[src/rtl/dbg_loader_pkg.sv]
// Shared definitions for the debug memory loader: command opcodes, reply codes
// and the command FSM state encoding.
package dbg_loader_pkg;

    localparam logic [7:0] OP_HALT  = 8'h48;
    localparam logic [7:0] OP_GO    = 8'h47;
    localparam logic [7:0] OP_WRITE = 8'h57;
    localparam logic [7:0] OP_READ  = 8'h52;

    localparam logic [7:0] ACK = 8'h06;
    localparam logic [7:0] NAK = 8'h15;

    typedef enum logic [2:0] {
        ST_IDLE,
        ST_ADDR,
        ST_CNT,
        ST_DATA,
        ST_WRITE,
        ST_READ,
        ST_SEND,
        ST_REPLY
    } state_e;

endpackage

[src/rtl/dbg_byte_shift.sv]
// NB-byte little-endian shift register: assembles incoming words byte by byte
// and serialises loaded words LSB first, with a wrapping byte counter.
module dbg_byte_shift #(
    parameter int NB = 4
) (
    input  logic            clk,
    input  logic            n_reset,
    input  logic            clr_i,
    input  logic            load_i,
    input  logic [NB*8-1:0] load_data_i,
    input  logic            shift_in_i,
    input  logic [7:0]      byte_i,
    input  logic            shift_out_i,
    output logic [NB*8-1:0] word_o,
    output logic [7:0]      byte_o,
    output logic            last_o,
    output logic            zero_o
);

    localparam int W  = NB * 8;
    localparam int CW = (NB > 1) ? $clog2(NB) : 1;

    logic [W-1:0]  word_q;
    logic [CW-1:0] cnt_q;

    assign last_o = (cnt_q == CW'(NB - 1));
    assign zero_o = (cnt_q == '0);
    assign word_o = word_q;
    assign byte_o = word_q[7:0];

    // NOTE: reset is sampled on the clock edge only, so it sits inside the
    // clocked branch rather than in the sensitivity list.
    always_ff @(posedge clk) begin
        if (!n_reset) begin
            word_q <= '0;
            cnt_q  <= '0;
        end else if (clr_i) begin
            cnt_q  <= '0;
        end else if (load_i) begin
            word_q <= load_data_i;
            cnt_q  <= '0;
        end else if (shift_in_i) begin
            // New byte enters at the top so the first byte received ends up as the LSB.
            word_q <= W'({byte_i, word_q} >> 8);
            cnt_q  <= last_o ? '0 : cnt_q + CW'(1);
        end else if (shift_out_i) begin
            word_q <= word_q >> 8;
            cnt_q  <= last_o ? '0 : cnt_q + CW'(1);
        end
    end

endmodule

[src/rtl/dbg_mem_loader.sv]
// Byte-stream debug loader: halts/releases the core and performs burst writes
// and reads on the SoC debug memory port under control of UART commands.
module dbg_mem_loader
    import dbg_loader_pkg::*;
#(
    parameter int DATA_W      = 32,
    parameter int ADR_W       = 32,
    parameter int ADR_BYTES   = 4,
    parameter int WR_HOLD     = 1,
    parameter int RD_LAT      = 1,
    parameter int TIMEOUT     = 65535,
    parameter int BOOT_HALTED = 1
) (
    input  logic                clk,
    input  logic                n_reset,
    input  logic [7:0]          rx_data,
    input  logic                rx_valid,
    output logic                rx_ready,
    output logic [7:0]          tx_data,
    output logic                tx_valid,
    input  logic                tx_ready,
    output logic                cpu_n_reset,
    output logic                dbg_mem_op,
    output logic [DATA_W/8-1:0] dbg_wren,
    output logic [ADR_W-1:0]    dbg_adr,
    output logic [DATA_W-1:0]   dbg_do,
    input  logic [DATA_W-1:0]   dbg_di
);

    localparam int NB = DATA_W / 8;
    localparam int AB = ADR_BYTES * 8;
    localparam int TW = (TIMEOUT > 1) ? $clog2(TIMEOUT) : 1;

    state_e            state_q, state_d;
    logic [AB-1:0]     adr_q, adr_d;
    logic [7:0]        hdr_q, hdr_d;
    logic [7:0]        cnt_q, cnt_d;
    logic              is_wr_q, is_wr_d;
    logic [TW-1:0]     tmo_q, tmo_d;
    logic [15:0]       tim_q, tim_d;
    logic              cpu_n_reset_q, cpu_n_reset_d;
    logic              tx_valid_q, tx_valid_d;
    logic [7:0]        tx_data_q, tx_data_d;
    logic [7:0]        reply_q, reply_d;
    logic              mem_op_q, mem_op_d;
    logic [NB-1:0]     wren_q, wren_d;
    logic [ADR_W-1:0]  dbg_adr_q, dbg_adr_d;

    logic              sh_clr, sh_load, sh_in, sh_out;
    logic [DATA_W-1:0] sh_word;
    logic [7:0]        sh_byte;
    logic              sh_last, sh_zero;

    logic              rx_fire, tmo_hit;
    logic [AB-1:0]     adr_nxt;

    dbg_byte_shift #(.NB(NB)) u_shift (
        .clk         (clk),
        .n_reset     (n_reset),
        .clr_i       (sh_clr),
        .load_i      (sh_load),
        .load_data_i (dbg_di),
        .shift_in_i  (sh_in),
        .byte_i      (rx_data),
        .shift_out_i (sh_out),
        .word_o      (sh_word),
        .byte_o      (sh_byte),
        .last_o      (sh_last),
        .zero_o      (sh_zero)
    );

    assign rx_ready    = (state_q == ST_IDLE) || (state_q == ST_ADDR) ||
                         (state_q == ST_CNT)  || (state_q == ST_DATA);
    assign rx_fire     = rx_valid && rx_ready;
    assign tmo_hit     = (TIMEOUT != 0) && (tmo_q == TW'(TIMEOUT - 1));
    assign adr_nxt     = adr_q + AB'(NB);

    assign tx_data     = tx_data_q;
    assign tx_valid    = tx_valid_q;
    assign cpu_n_reset = cpu_n_reset_q;
    assign dbg_mem_op  = mem_op_q;
    assign dbg_wren    = wren_q;
    assign dbg_adr     = dbg_adr_q;
    assign dbg_do      = sh_word;

    always_comb begin
        // NOTE: every signal gets its hold value first so no path through the
        // case below can leave one unassigned and infer a latch.
        state_d       = state_q;
        adr_d         = adr_q;
        hdr_d         = hdr_q;
        cnt_d         = cnt_q;
        is_wr_d       = is_wr_q;
        tmo_d         = tmo_q;
        tim_d         = tim_q;
        cpu_n_reset_d = cpu_n_reset_q;
        tx_valid_d    = tx_valid_q;
        tx_data_d     = tx_data_q;
        reply_d       = reply_q;
        mem_op_d      = mem_op_q;
        wren_d        = wren_q;
        dbg_adr_d     = dbg_adr_q;
        sh_clr        = 1'b0;
        sh_load       = 1'b0;
        sh_in         = 1'b0;
        sh_out        = 1'b0;

        case (state_q)
            ST_IDLE: begin
                tmo_d = '0;
                hdr_d = '0;
                if (rx_fire) begin
                    state_d = ST_REPLY;
                    reply_d = NAK;
                    case (rx_data)
                        OP_HALT: begin
                            cpu_n_reset_d = 1'b0;
                            reply_d       = ACK;
                        end
                        OP_GO: begin
                            cpu_n_reset_d = 1'b1;
                            reply_d       = ACK;
                        end
                        OP_WRITE, OP_READ: begin
                            // Memory access is refused while the core is running.
                            if (!cpu_n_reset_q) begin
                                is_wr_d = (rx_data == OP_WRITE);
                                state_d = ST_ADDR;
                            end
                        end
                        default: ;
                    endcase
                end
            end

            ST_ADDR: begin
                if (rx_fire) begin
                    adr_d = AB'({rx_data, adr_q} >> 8);
                    hdr_d = hdr_q + 8'd1;
                    tmo_d = '0;
                    if (hdr_q == 8'(ADR_BYTES - 1)) state_d = ST_CNT;
                end else if (tmo_hit) begin
                    state_d = ST_IDLE;
                end else begin
                    tmo_d = tmo_q + TW'(1);
                end
            end

            ST_CNT: begin
                if (rx_fire) begin
                    cnt_d = rx_data;
                    tmo_d = '0;
                    if (is_wr_q) begin
                        sh_clr  = 1'b1;
                        state_d = ST_DATA;
                    end else begin
                        mem_op_d  = 1'b1;
                        dbg_adr_d = adr_q[ADR_W-1:0];
                        tim_d     = '0;
                        state_d   = ST_READ;
                    end
                end else if (tmo_hit) begin
                    state_d = ST_IDLE;
                end else begin
                    tmo_d = tmo_q + TW'(1);
                end
            end

            ST_DATA: begin
                if (rx_fire) begin
                    sh_in = 1'b1;
                    tmo_d = '0;
                    if (sh_last) begin
                        mem_op_d  = 1'b1;
                        wren_d    = '1;
                        dbg_adr_d = adr_q[ADR_W-1:0];
                        tim_d     = '0;
                        state_d   = ST_WRITE;
                    end
                end else if (tmo_hit) begin
                    state_d = ST_IDLE;
                end else begin
                    tmo_d = tmo_q + TW'(1);
                end
            end

            ST_WRITE: begin
                if (tim_q == 16'(WR_HOLD - 1)) begin
                    mem_op_d = 1'b0;
                    wren_d   = '0;
                    adr_d    = adr_nxt;
                    if (cnt_q == 8'd0) begin
                        reply_d = ACK;
                        state_d = ST_REPLY;
                    end else begin
                        cnt_d   = cnt_q - 8'd1;
                        tmo_d   = '0;
                        state_d = ST_DATA;
                    end
                end else begin
                    tim_d = tim_q + 16'd1;
                end
            end

            ST_READ: begin
                if (tim_q == 16'(RD_LAT - 1)) begin
                    sh_load  = 1'b1;
                    mem_op_d = 1'b0;
                    state_d  = ST_SEND;
                end else begin
                    tim_d = tim_q + 16'd1;
                end
            end

            ST_SEND: begin
                if (!tx_valid_q) begin
                    tx_valid_d = 1'b1;
                    tx_data_d  = sh_byte;
                    sh_out     = 1'b1;
                end else if (tx_ready) begin
                    // Counter back at zero while a byte is pending means all NB bytes went out.
                    if (sh_zero) begin
                        tx_valid_d = 1'b0;
                        if (cnt_q == 8'd0) begin
                            state_d = ST_IDLE;
                        end else begin
                            cnt_d     = cnt_q - 8'd1;
                            adr_d     = adr_nxt;
                            mem_op_d  = 1'b1;
                            dbg_adr_d = adr_nxt[ADR_W-1:0];
                            tim_d     = '0;
                            state_d   = ST_READ;
                        end
                    end else begin
                        tx_data_d = sh_byte;
                        sh_out    = 1'b1;
                    end
                end
            end

            ST_REPLY: begin
                if (!tx_valid_q) begin
                    tx_valid_d = 1'b1;
                    tx_data_d  = reply_q;
                end else if (tx_ready) begin
                    tx_valid_d = 1'b0;
                    state_d    = ST_IDLE;
                end
            end

            default: state_d = ST_IDLE;
        endcase
    end

    always_ff @(posedge clk) begin
        if (!n_reset) begin
            state_q       <= ST_IDLE;
            adr_q         <= '0;
            hdr_q         <= '0;
            cnt_q         <= '0;
            is_wr_q       <= 1'b0;
            tmo_q         <= '0;
            tim_q         <= '0;
            cpu_n_reset_q <= (BOOT_HALTED == 0);
            tx_valid_q    <= 1'b0;
            tx_data_q     <= '0;
            reply_q       <= '0;
            mem_op_q      <= 1'b0;
            wren_q        <= '0;
            dbg_adr_q     <= '0;
        end else begin
            // NOTE: non-blocking updates keep every register sampling the
            // pre-edge values computed by the combinational block.
            state_q       <= state_d;
            adr_q         <= adr_d;
            hdr_q         <= hdr_d;
            cnt_q         <= cnt_d;
            is_wr_q       <= is_wr_d;
            tmo_q         <= tmo_d;
            tim_q         <= tim_d;
            cpu_n_reset_q <= cpu_n_reset_d;
            tx_valid_q    <= tx_valid_d;
            tx_data_q     <= tx_data_d;
            reply_q       <= reply_d;
            mem_op_q      <= mem_op_d;
            wren_q        <= wren_d;
            dbg_adr_q     <= dbg_adr_d;
        end
    end

endmodule

[config.mk]
export PLATFORM = sky130hd
export DESIGN_NAME = dbg_mem_loader
export DESIGN_NICKNAME = d
export VERILOG_FILES = /design/src/rtl/dbg_loader_pkg.sv /design/src/rtl/dbg_byte_shift.sv /design/src/rtl/dbg_mem_loader.sv
export SDC_FILE = /design/constraint.sdc
export NUM_CORES = 1
export LEC_CHECK = 0
export CAP_MARGIN = 5
export CELL_PAD_IN_SITES_DETAIL_PLACEMENT = 0
export CELL_PAD_IN_SITES_GLOBAL_PLACEMENT = 1
export CORE_MARGIN = 2
export CORE_UTILIZATION = 35
export CTS_BUF_LIST = sky130_fd_sc_hd__clkbuf_16
export DETAILED_ROUTE_END_ITERATION = 6
export PLACE_DENSITY_LB_ADDON = 0.1
export SLEW_MARGIN = 20
export SYNTH_ARGS = -nofsm -noshare
export SYNTH_HDL_FRONTEND = slang
export SYNTH_SLANG_ARGS = --single-unit
[constraint.sdc]
create_clock -name clk -period 5.17 [get_ports clk]
set_clock_uncertainty 0.15 [all_clocks]
set_input_delay 1.034 -clock clk [delete_from_list [all_inputs] [get_ports clk]]
set_output_delay 1.034 -clock clk [all_outputs]
set_load 0.02 [all_outputs]
==> flow_metrics.tcl <==
set metrics [dict create \
    status "finished, final reports clean" \
    grt_pass1_wl_um 41880 \
    syn-instance-count 1075 \
    syn_area_mm2 0.008680 \
    cp.arrival_ps 3590 \
    cts_tree "yes" \
    dp.cells 1450 \
    grt_max_degree 67 \
    dieArea_mm2 0.02607 \
    layout_common_cells "dfxtp_1, nor2_1, clkdlybuf4s50_1, nand2_1, a21oi_1" \
    dpl_worst_slack_ps 1412 \
    dpl-instance-area_mm2 0.01003 \
    cts_root_buffer "clkbuf_16" \
    grt_use_total_pct 19.90 \
    start_util_pct 35.69 \
    grt_antenna_before_repair 0 \
    r2r_cells 8 \
    slew_headroom_pct 38.01 \
    first_pass_iters 7 \
    drive_above_1_share_pct 6.304 \
    hold_class "flop to flop" \
    coreArea_mm2 0.02432 \
    synth.net_count 1128 \
    first_global_vias 7555 \
    leakage_nw 3.632 \
    num_antenna_cells 0 \
    critPathCaptureType "flop" \
    synth-seq-cells 165 \
    gr-total-overflow 0 \
    gp_congestion 0.7880 \
    die_w_um 161.5 \
    async_reset_ff_share_pct 0 \
    final_core_util_pct 43.66 \
    synth_edf_count 0 \
    viasPerCell 5.362 \
    io-pin-count 124 \
    r2r_end "tim_q[14]" \
    post-route-min-period_ps 3384 \
    clockBufferDepth 2 \
    crit_path_start "rx_valid" \
    start_kind "primary input" \
    design_area_mm2 0.01062 \
    maxCapViolations 0 \
    crit_type "primary input to flop" \
    crit_chain "clkdlybuf4s50_1 -> nand2_1 -> nor3_2 -> a21oi_4 -> buf_4 -> nor3_1 -> a21oi_1 -> nor3b_1" \
    fin_ws_ps 1786 \
    synthFlopType "dfxtp_1" \
    final.setup.tns_ps 0 \
    fin_cells 1482 \
    numClockSinks 165 \
    cp_max_fo 35 \
    critPathRequiredTime_ps 5370 \
    ys_seq_area_share_pct 38.06 \
    synth.avg_cell_area_um2 8.074 \
    num_rows 57 \
    rsz0062_at_grt "false" \
    wl_um 25630 \
    cp_slowest_stage_delay_ps 800 \
    cts_hold_buf 0 \
    yosysWarnings 0 \
    vias 7946 \
    cts_post_setup_buffers_inserted 0 \
    powerDensity_mw_per_mm2 458.3 \
    fmax_ghz 0.2955 \
    drt-wirelength-per-cell_um 17.29 \
    die_h_um 161.5 \
    htreeDepth 4 \
    clkTransAtPathRegs_ps 70 \
    ys_types 83 \
    synth_top_area_cell "dfxtp_1" \
    fin_nets 1198 \
    r2r_slack_ps 2130 \
    holdWs_ps 306.0 \
    final_common_cell "dfxtp_1" \
    drc 0 \
    numCtsBuffers 17 \
    finalSetupViolCount 0 \
    finalMaxSlewViolations 0 \
    tightest_slew_ps 927.7 \
    hold_viol 0 \
    critPathSlowestCell "clkdlybuf4s50_1" \
    crit_path_end "u_shift.cnt_q[0]" \
    areaGrowthSynthToFinish_pct 22.33 \
    drtIter0Drc 483 \
    yosysTopAreaCellShare_pct 38.06 \
    detail-route-antenna-nets 0 \
    insertion_delay_ps 440 \
    dp_hpwl_um 17430 \
    r2r_start "state_q[2]" \
    total_power_mw 4.866 \
    finalCritPeriodShare_pct 65.45 \
    cts_resized 0 \
    ys_top_cells_by_area "dfxtp_1, nor2_1, a211oi_1" \
    port_buffers 123 \
    ir_drop_uv 221.7 \
]
==> synth_stat cells (3+ instances only) <==
library cell / instances
a211oi_1: 57
a21oi_1: 75
a22oi_1: 9
a31oi_1: 3
a32o_1: 3
and2_1: 7
and3_1: 12
and4_1: 12
buf_1: 6
buf_2: 25
buf_4: 9
clkbuf_1: 40
dfxtp_1: 165
ha_1: 9
inv_1: 14
mux2i_1: 31
nand2_1: 102
nand2b_1: 8
nand3_1: 50
nand4_1: 18
nor2_1: 144
nor2b_1: 5
nor3_1: 27
nor3b_1: 4
nor4_1: 3
nor4_2: 3
o2111ai_1: 4
o211ai_1: 4
o21a_1: 3
o21ai_0: 68
o21ai_1: 6
o31ai_1: 19
o32ai_1: 4
or3_1: 10
xnor2_1: 38
xor2_1: 24
==> layout make-up <==
class,count,area (um2)
Fill cell,2497,13700
Multi-Input combinational cell,810,4941
Sequential cell,165,3303
Timing Repair Buffer,134,1321
Clock buffer,17,425.4
Tap cell,324,405.4
Clock inverter,15,157.7
Inverter,17,63.81
==> state kept, by name, summed over array words and instances (netlist names), 3 cells and up <==
register	flops
adr_q	32
dbg_adr	32
u_shift.word_o	32
tim_q	16
tmo_q	16
cnt_q	8
hdr_q	8
tx_data	8
reply_q	3
state_q	3
==> worst max-delay path, delay by kind of cell <==
kind | cells | cell delay [ps]
and+or+nand+nor | 4 | 1340
buffers and inverters | 2 | 1140
AOI/OAI and AO/OA | 2 | 70
==> routing by layer <==
layer / track usage [%] / wire length (um)
met2: 31.62 / 11940
met4: 4.667 / 218
met5: 0 / 0
met3: 3.544 / 923
met1: 28.06 / 12540
==> logic make-up (layout without fill, tap and decap cells) <==
| group | count (synthesis) | after routing | share of synthesized area, % |
|---|---|---|---|
| flops | 165 | 165 | 38.06 |
| mux | 32 | 32 | 3.705 |
| compound gates | 285 | 285 | 21.75 |
| simple gates | 422 | 422 | 23.67 |
| buf+inv | 100 | 183 | 5.261 |
| fa+ha+maj | 9 | 9 | 1.297 |
| xor+xnor | 62 | 62 | 6.256 |
==> worst min-delay path by stage <==
stage	startpoint	end	slack, ps	depth (start not counted)
final	tx_data[7]	tx_data[7]	310	2
after global placement	tx_data[6]	tx_data[6]	300	2
after global routing	tx_data[6]	tx_data[6]	330	2
after CTS	tx_data[7]	tx_data[7]	310	2
after detailed placement	tx_data[6]	tx_data[6]	300	2
after floorplan	cnt_q[7]	cnt_q[7]	280	2
==> report_power, final <==
| part | internal, mW | leakage (nW) | total [mW] | switching (mW) |
|---|---|---|---|---|
| sequential | 1.48 | 1.34 | 1.71 | 0.230 |
| clock | 0.647 | 0.288 | 1.25 | 0.608 |
| combinational | 0.725 | 2.01 | 1.90 | 1.17 |
Power figures use the tool's default switching activity.
